--- config.mk ---
export PLATFORM = sky130hd
export DESIGN_NAME = mem_stage_lsu
export DESIGN_NICKNAME = d
export VERILOG_FILES = /design/src/rtl/mem_stage_lsu.sv
export SDC_FILE = /design/constraint.sdc
export NUM_CORES = 1
export LEC_CHECK = 0
export CAP_MARGIN = 20
export CELL_PAD_IN_SITES_DETAIL_PLACEMENT = 2
export CELL_PAD_IN_SITES_GLOBAL_PLACEMENT = 2
export CORE_ASPECT_RATIO = 2
export CORE_UTILIZATION = 31
export CTS_BUF_LIST = sky130_fd_sc_hd__clkbuf_4 sky130_fd_sc_hd__clkbuf_8
export DETAILED_ROUTE_END_ITERATION = 10
export PLACE_DENSITY = 0.89
export SYNTH_ARGS = -nofsm -noshare
export SYNTH_HDL_FRONTEND = slang
export SYNTH_SLANG_ARGS = --single-unit
--- constraint.sdc ---
create_clock -name clk -period 4 [get_ports clk]
set_input_delay 0.8 -clock clk [delete_from_list [all_inputs] [get_ports clk]]
set_output_delay 0.8 -clock clk [all_outputs]
set_load 0.02 [all_outputs]
--- src/rtl/mem_stage_lsu.sv ---
// MEM-stage load/store unit: one request/ack bus transaction per load or store,
// with byte-lane steering, load formatting, misalignment detection and a bus watchdog.
//
// state  | meaning
// IDLE   | no transaction; accept an aligned, legal access
// WAIT   | request outstanding; wait for ack or watchdog expiry
// DONE   | transaction complete; pipeline advances this cycle
module mem_stage_lsu #(
    parameter int unsigned TIMEOUT_CYCLES = 255
) (
    input  logic        clk,
    input  logic        rst_n,
    input  logic        mem_valid_i,
    input  logic        mem_mem_read_i,
    input  logic        mem_mem_write_i,
    input  logic [2:0]  mem_funct3_i,
    input  logic [31:0] mem_alu_result_i,
    input  logic [31:0] mem_rs2_data_i,
    output logic        dmem_req_o,
    output logic        dmem_we_o,
    output logic [31:0] dmem_addr_o,
    output logic [3:0]  dmem_be_o,
    output logic [31:0] dmem_wdata_o,
    input  logic [31:0] dmem_rdata_i,
    input  logic        dmem_ack_i,
    output logic [31:0] mem_rdata_o,
    output logic        stall_o,
    output logic        misalign_o,
    output logic        bus_err_o
);

    typedef enum logic [1:0] {
        S_IDLE,
        S_WAIT,
        S_DONE
    } state_t;

    localparam logic [7:0] WD_LAST = 8'(TIMEOUT_CYCLES - 1);

    state_t      state, state_nxt;
    logic        access, is_store, legal, aligned, start, wd_expire;
    logic [1:0]  off;
    logic [3:0]  be_st;
    logic [31:0] wdata_st;
    logic [7:0]  wd_cnt;
    logic [1:0]  ld_off;
    logic [2:0]  ld_funct3;
    logic        ld_is_load;
    logic [31:0] rd_shift;
    logic [7:0]  rd_byte;
    logic [15:0] rd_half;
    logic [31:0] rd_fmt;

    assign off      = mem_alu_result_i[1:0];
    assign is_store = mem_mem_write_i;
    assign access   = mem_valid_i & (mem_mem_read_i | mem_mem_write_i);

    always_comb begin
        legal   = 1'b0;
        aligned = 1'b0;
        case (mem_funct3_i)
            3'b000: begin legal = 1'b1;      aligned = 1'b1;       end
            3'b001: begin legal = 1'b1;      aligned = ~off[0];    end
            3'b010: begin legal = 1'b1;      aligned = (off == 2'b00); end
            3'b100: begin legal = ~is_store; aligned = 1'b1;       end
            3'b101: begin legal = ~is_store; aligned = ~off[0];    end
            default: begin legal = 1'b0;     aligned = 1'b0;       end
        endcase
    end

    assign start      = (state == S_IDLE) & access & legal & aligned;
    assign stall_o    = start | (state == S_WAIT);
    assign misalign_o = (state == S_IDLE) & access & ~(legal & aligned);
    assign wd_expire  = (wd_cnt == WD_LAST);

    always_comb begin
        be_st    = 4'b1111;
        wdata_st = mem_rs2_data_i;
        case (mem_funct3_i[1:0])
            2'b00: begin
                be_st    = 4'b0001 << off;
                wdata_st = {4{mem_rs2_data_i[7:0]}};
            end
            2'b01: begin
                be_st    = 4'b0011 << off;
                wdata_st = {2{mem_rs2_data_i[15:0]}};
            end
            default: begin
                be_st    = 4'b1111;
                wdata_st = mem_rs2_data_i;
            end
        endcase
    end

    // Load formatting uses the offset/size captured at request time, not the live inputs.
    assign rd_shift = dmem_rdata_i >> {ld_off, 3'b000};
    assign rd_byte  = rd_shift[7:0];
    assign rd_half  = ld_off[1] ? dmem_rdata_i[31:16] : dmem_rdata_i[15:0];

    always_comb begin
        rd_fmt = dmem_rdata_i;
        case (ld_funct3)
            3'b000:  rd_fmt = {{24{rd_byte[7]}}, rd_byte};
            3'b100:  rd_fmt = {24'h000000, rd_byte};
            3'b001:  rd_fmt = {{16{rd_half[15]}}, rd_half};
            3'b101:  rd_fmt = {16'h0000, rd_half};
            default: rd_fmt = dmem_rdata_i;
        endcase
    end

    always_ff @(posedge clk or negedge rst_n) begin
        if (!rst_n) state <= S_IDLE;
        else        state <= state_nxt;
    end

    always_comb begin
        state_nxt = state;
        case (state)
            S_IDLE:  if (start) state_nxt = S_WAIT;
            S_WAIT:  if (dmem_ack_i || wd_expire) state_nxt = S_DONE;
            S_DONE:  state_nxt = S_IDLE;
            default: state_nxt = S_IDLE;
        endcase
    end

    always_ff @(posedge clk or negedge rst_n) begin
        if (!rst_n) begin
            dmem_req_o   <= 1'b0;
            dmem_we_o    <= 1'b0;
            dmem_addr_o  <= 32'h0;
            dmem_be_o    <= 4'h0;
            dmem_wdata_o <= 32'h0;
            mem_rdata_o  <= 32'h0;
            bus_err_o    <= 1'b0;
            wd_cnt       <= 8'h0;
            ld_off       <= 2'b00;
            ld_funct3    <= 3'b000;
            ld_is_load   <= 1'b0;
        end else begin
            bus_err_o <= 1'b0;
            case (state)
                S_IDLE: begin
                    if (start) begin
                        dmem_req_o   <= 1'b1;
                        dmem_we_o    <= is_store;
                        dmem_addr_o  <= {mem_alu_result_i[31:2], 2'b00};
                        dmem_be_o    <= is_store ? be_st : 4'b1111;
                        dmem_wdata_o <= is_store ? wdata_st : 32'h0;
                        ld_off       <= off;
                        ld_funct3    <= mem_funct3_i;
                        ld_is_load   <= ~is_store;
                        wd_cnt       <= 8'h0;
                    end
                end
                S_WAIT: begin
                    if (dmem_ack_i) begin
                        dmem_req_o <= 1'b0;
                        if (ld_is_load) mem_rdata_o <= rd_fmt;
                    end else if (wd_expire) begin
                        dmem_req_o <= 1'b0;
                        bus_err_o  <= 1'b1;
                        if (ld_is_load) mem_rdata_o <= 32'h0;
                    end else begin
                        wd_cnt <= wd_cnt + 8'h1;
                    end
                end
                default: ;
            endcase
        end
    end

endmodule

==> results.md <==
* GRT Total Usage at between 20% and 30%
* Largest net degree at the start of global routing at between 100 and 150
* Post-Synth XOR/XNOR Area at less than 1%
* Commonest non-fill, non-tap cells in the layout: clkdlybuf4s50_1, dfrtp_1, nand2_1, mux2_4, o21ai_0
* Starting Density at between 30% and 40%
* Combinational Power Share at 42.6%
* Clock skew at roughly 17 ps
* Setup-failing EPs final at 0
* CP startpoint kind: primary input
* Final Total Pwr at 5170 uW
* Clock tree sinks at approximately 120
* Placed wire-length estimate at approximately 17000 um
* Area Growth Syn to Fin at 45.0%
* Simple logic cell fraction of the synthesized area at a little over an eighth
* Die area at slightly below 0.02 mm^2
* Share of layout cells above drive strength 1 at 15.2%
* Flop and latch count out of synthesis at between 100 and 150
* Reg2reg start: ld_funct3[1]$_DFFE_PN0P_
* Worst-Margin Slew at about 1100 ps
* H-tree depth at 4
* Largest family of logic cells by synthesized area: compound AO/OA/AOI/OAI gates
* Post-placement cell count at slightly below 1000
* Slew Limit Headroom at between 20% and 30%
* Core Util, Final at between 40 and 50%
* Mux cell area share after synthesis at 15.3%
* Critical path class: primary input to output pin
* Fin crit share at between 80% and 90%
* Async set or reset register ratio after synthesis at 100%
* Post-synth EDFFs at 0
* Clock share of power at between 20 and 25%
* Vias in the first global route at a little under 6000
* Initial antenna violation count at 1
* Crit. End Element: output pin
* Crit path max-delay family: buffers and inverters
* Drt pass-1 iters at 4
* Hold Vio Cnt, Final at 0
* Buf/Inv on CP at 2
* CTS buffer count at 17
* Fmax at between 0.2 and 0.3 GHz
* Crit-path cells: clkdlybuf4s50_1 > a221oi_4 > o2111ai_4 > nand2_1 > clkdlybuf4s50_1
* Most common cell after layout, fill and taps aside: clkdlybuf4s50_1
* Delay of the slowest critical-path stage at ~650 ps
* Most used cell, CP: clkdlybuf4s50_1
* First-pass GRT wire length at about 35000 um
* Routed vias at between 5000 and 6000
* Sequential-to-total area share from yosys stat at roughly half
* Min Tclk post-route at 3600 ps
* Synth Area in Adders at less than 1%
* Ys Warns at 0
* DRC viols at 0
* Setup TNS at 0 ps
* RSZ-0062 raised after global routing: no
* Non-filler cells, final at about 1000
* I/O pin count at 210
* Overflow after GRT at 0
* Multi-input gate area at roughly 0.0028 mm^2
* Clock tree buffer depth at 2
* Sequential cell area at about 0.003 mm^2
* Dpl cell area at just over 0.008 mm^2
* Chip Height at about 200 um
* FF-to-FF setup slack at 1870 ps
* Gp weighted congestion at 0.831
* Synth Area in Compound Gates at roughly 16%
* Sequential share of power at a little over a third
* Cell Int Power at 3290 uW
* Setup bufs post-CTS at 0
* Net Sw Frac at 36.4%
* Num rows at 71
* Crit-path max FO at 6
* Core area at 0.0187 mm^2
* Critical R2R Capture: mem_rdata_o[3]$_DFFE_PN0P_
* WL final at around 23000 um
* Hold crit path type: primary input to asynchronous set/reset pin
* Worst Path Required at approximately 3200 ps
* Distinct cell type count of the synthesized netlist at 51
* Fill cell count at 1912
* # port buffers at just over 200
* Final #Nets at 843
* CTS clock-pin slew for the worst setup and hold paths at 70 ps
* Pwr Density at around 600 mW/mm^2
* Crit path DAT at between 2000 and 3000 ps
* Count of pins over their slew limit at 0
* Ys flop type: dfrtp_1
* Leakage at ~0.0038 uW
* CTS root buffer: clkbuf_8
* Mapped Area at ~0.0059 mm^2
* Vias per inst at ~5.1
* CTS Hold Bufs at 0
* Status: finished, final reports clean
* Synth Area per Inst at between 10 and 15 um^2
* Reg2Reg Depth at 5
* Design area at about 0.0086 mm^2
* # resized after CTS at 0
* CTS tree: done
* Max Cap Violations at 0
* Initial drt markers at 94
* Peak supply drop at 0.266 mV
* Slowest CP cell: clkdlybuf4s50_1
* Clock latency on the worst-skew pair at 450 ps
* Die W at between 90 and 100 um
* Wirelength per Cell at between 20 and 25 um
* NetSw at about 1900 uW
* Antenna viol nets, final at 0
* Synth Instances at around 540
-- how the worst max path moves through the flow --
| stage | from | to | slack (ps) | depth (start not counted) |
|---|---|---|---|---|
| 2_1_floorplan | mem_funct3_i[0] | stall_o | 1180 | 6 |
| 3_3_place_gp | mem_funct3_i[0] | stall_o | 460 | 5 |
| 3_5_place_dp | mem_funct3_i[0] | stall_o | 390 | 5 |
| 4_1_cts | mem_funct3_i[0] | stall_o | 390 | 5 |
| 5_1_grt | mem_funct3_i[0] | stall_o | 320 | 5 |
| 6_report | mem_funct3_i[0] | stall_o | 400 | 5 |
-- cell type report --
type / count / share of cell area [%]
Clock buffer: 23 / 3.54
Sequential cell: 117 / 34.1
Tap cell: 255 / 3.71
Antenna cell: 1 / 0.0291
Clock inverter: 9 / 1.16
Inverter: 6 / 0.262
Multi-Input combinational cell: 377 / 32.1
Timing Repair Buffer: 217 / 25.1
-- Yosys cell counts (2+ instances only) --
library cell,instances,area [um^2]
inv_1,5,18.8
mux2_2,26,293
dfrtp_1,117,2930
buf_6,4,45.0
nand3_1,8,40.0
xnor2_1,2,17.5
nor2_1,19,71.3
o31a_1,6,52.6
or2_2,2,12.5
nand2_1,88,330
buf_2,9,45.0
o21ai_0,28,140
and3_1,2,12.5
buf_4,8,60.1
nor3b_1,9,67.6
o2bb2ai_1,2,17.5
a221oi_4,2,52.6
nand2b_1,17,106
xor2_1,2,17.5
mux2i_1,8,80.1
and4_1,7,61.3
mux2_4,34,510
buf_1,2,7.51
o211ai_1,9,67.6
clkbuf_1,17,63.8
nor3_1,5,25.0
a21oi_1,7,35.0
ha_1,2,25.0
a21o_1,25,188
a32o_1,7,70.1
o21ai_1,24,120
a22o_1,17,149
-- sequential cells by signal, indices dropped and copies added (netlist names) --
register and flops:
ld_off 2, dmem_be_o 4, dmem_wdata_o 32, mem_rdata_o 32
state 2, bus_err_o 1, ld_funct3 3, dmem_addr_o 30
wd_cnt 8, dmem_we_o 1, ld_is_load 1, dmem_req_o 1
-- power by group through the flow --
stage | registers (uW) | logic, uW | clock network (uW)
global route | 1890 | 2330 | 1200
global placement | 1820 | 2120 | 0
CTS | 1850 | 2230 | 1160
finish | 1850 | 2200 | 1130
floorplan | 2170 | 760 | 0
detailed placement | 1870 | 2210 | 0
-- cell families after synthesis --
kind of cell               Yosys count
adders and majority gates            2
buffers and inverters               46
DFF                                117
AOI/OAI and AO/OA                  133
and+or+nand+nor                    167
muxes                               69
other                                1
xor gates and xnor gates             4
-- routing by layer --
| metal | routed length (um) | vias up | global-route usage (%) |
|---|---|---|---|
| met2 | 13100 | 188 | 46.3 |
| met3 | 966 | 58 | 4.64 |
| li1 | - | 2308 | - |
| met4 | 1050 | 2 | 13.0 |
| met5 | 13 | - | 0 |
| met1 | 7650 | 2570 | 22.8 |
-- metrics by stage --
step	hold slack (ps)	setup slack (ps)
floorplan	448	1180
global placement	464	458
detailed placement	476	392
CTS	473	394
global route	491	320
finish	452	404
No activity file was read; power rests on OpenSTA's default activity.
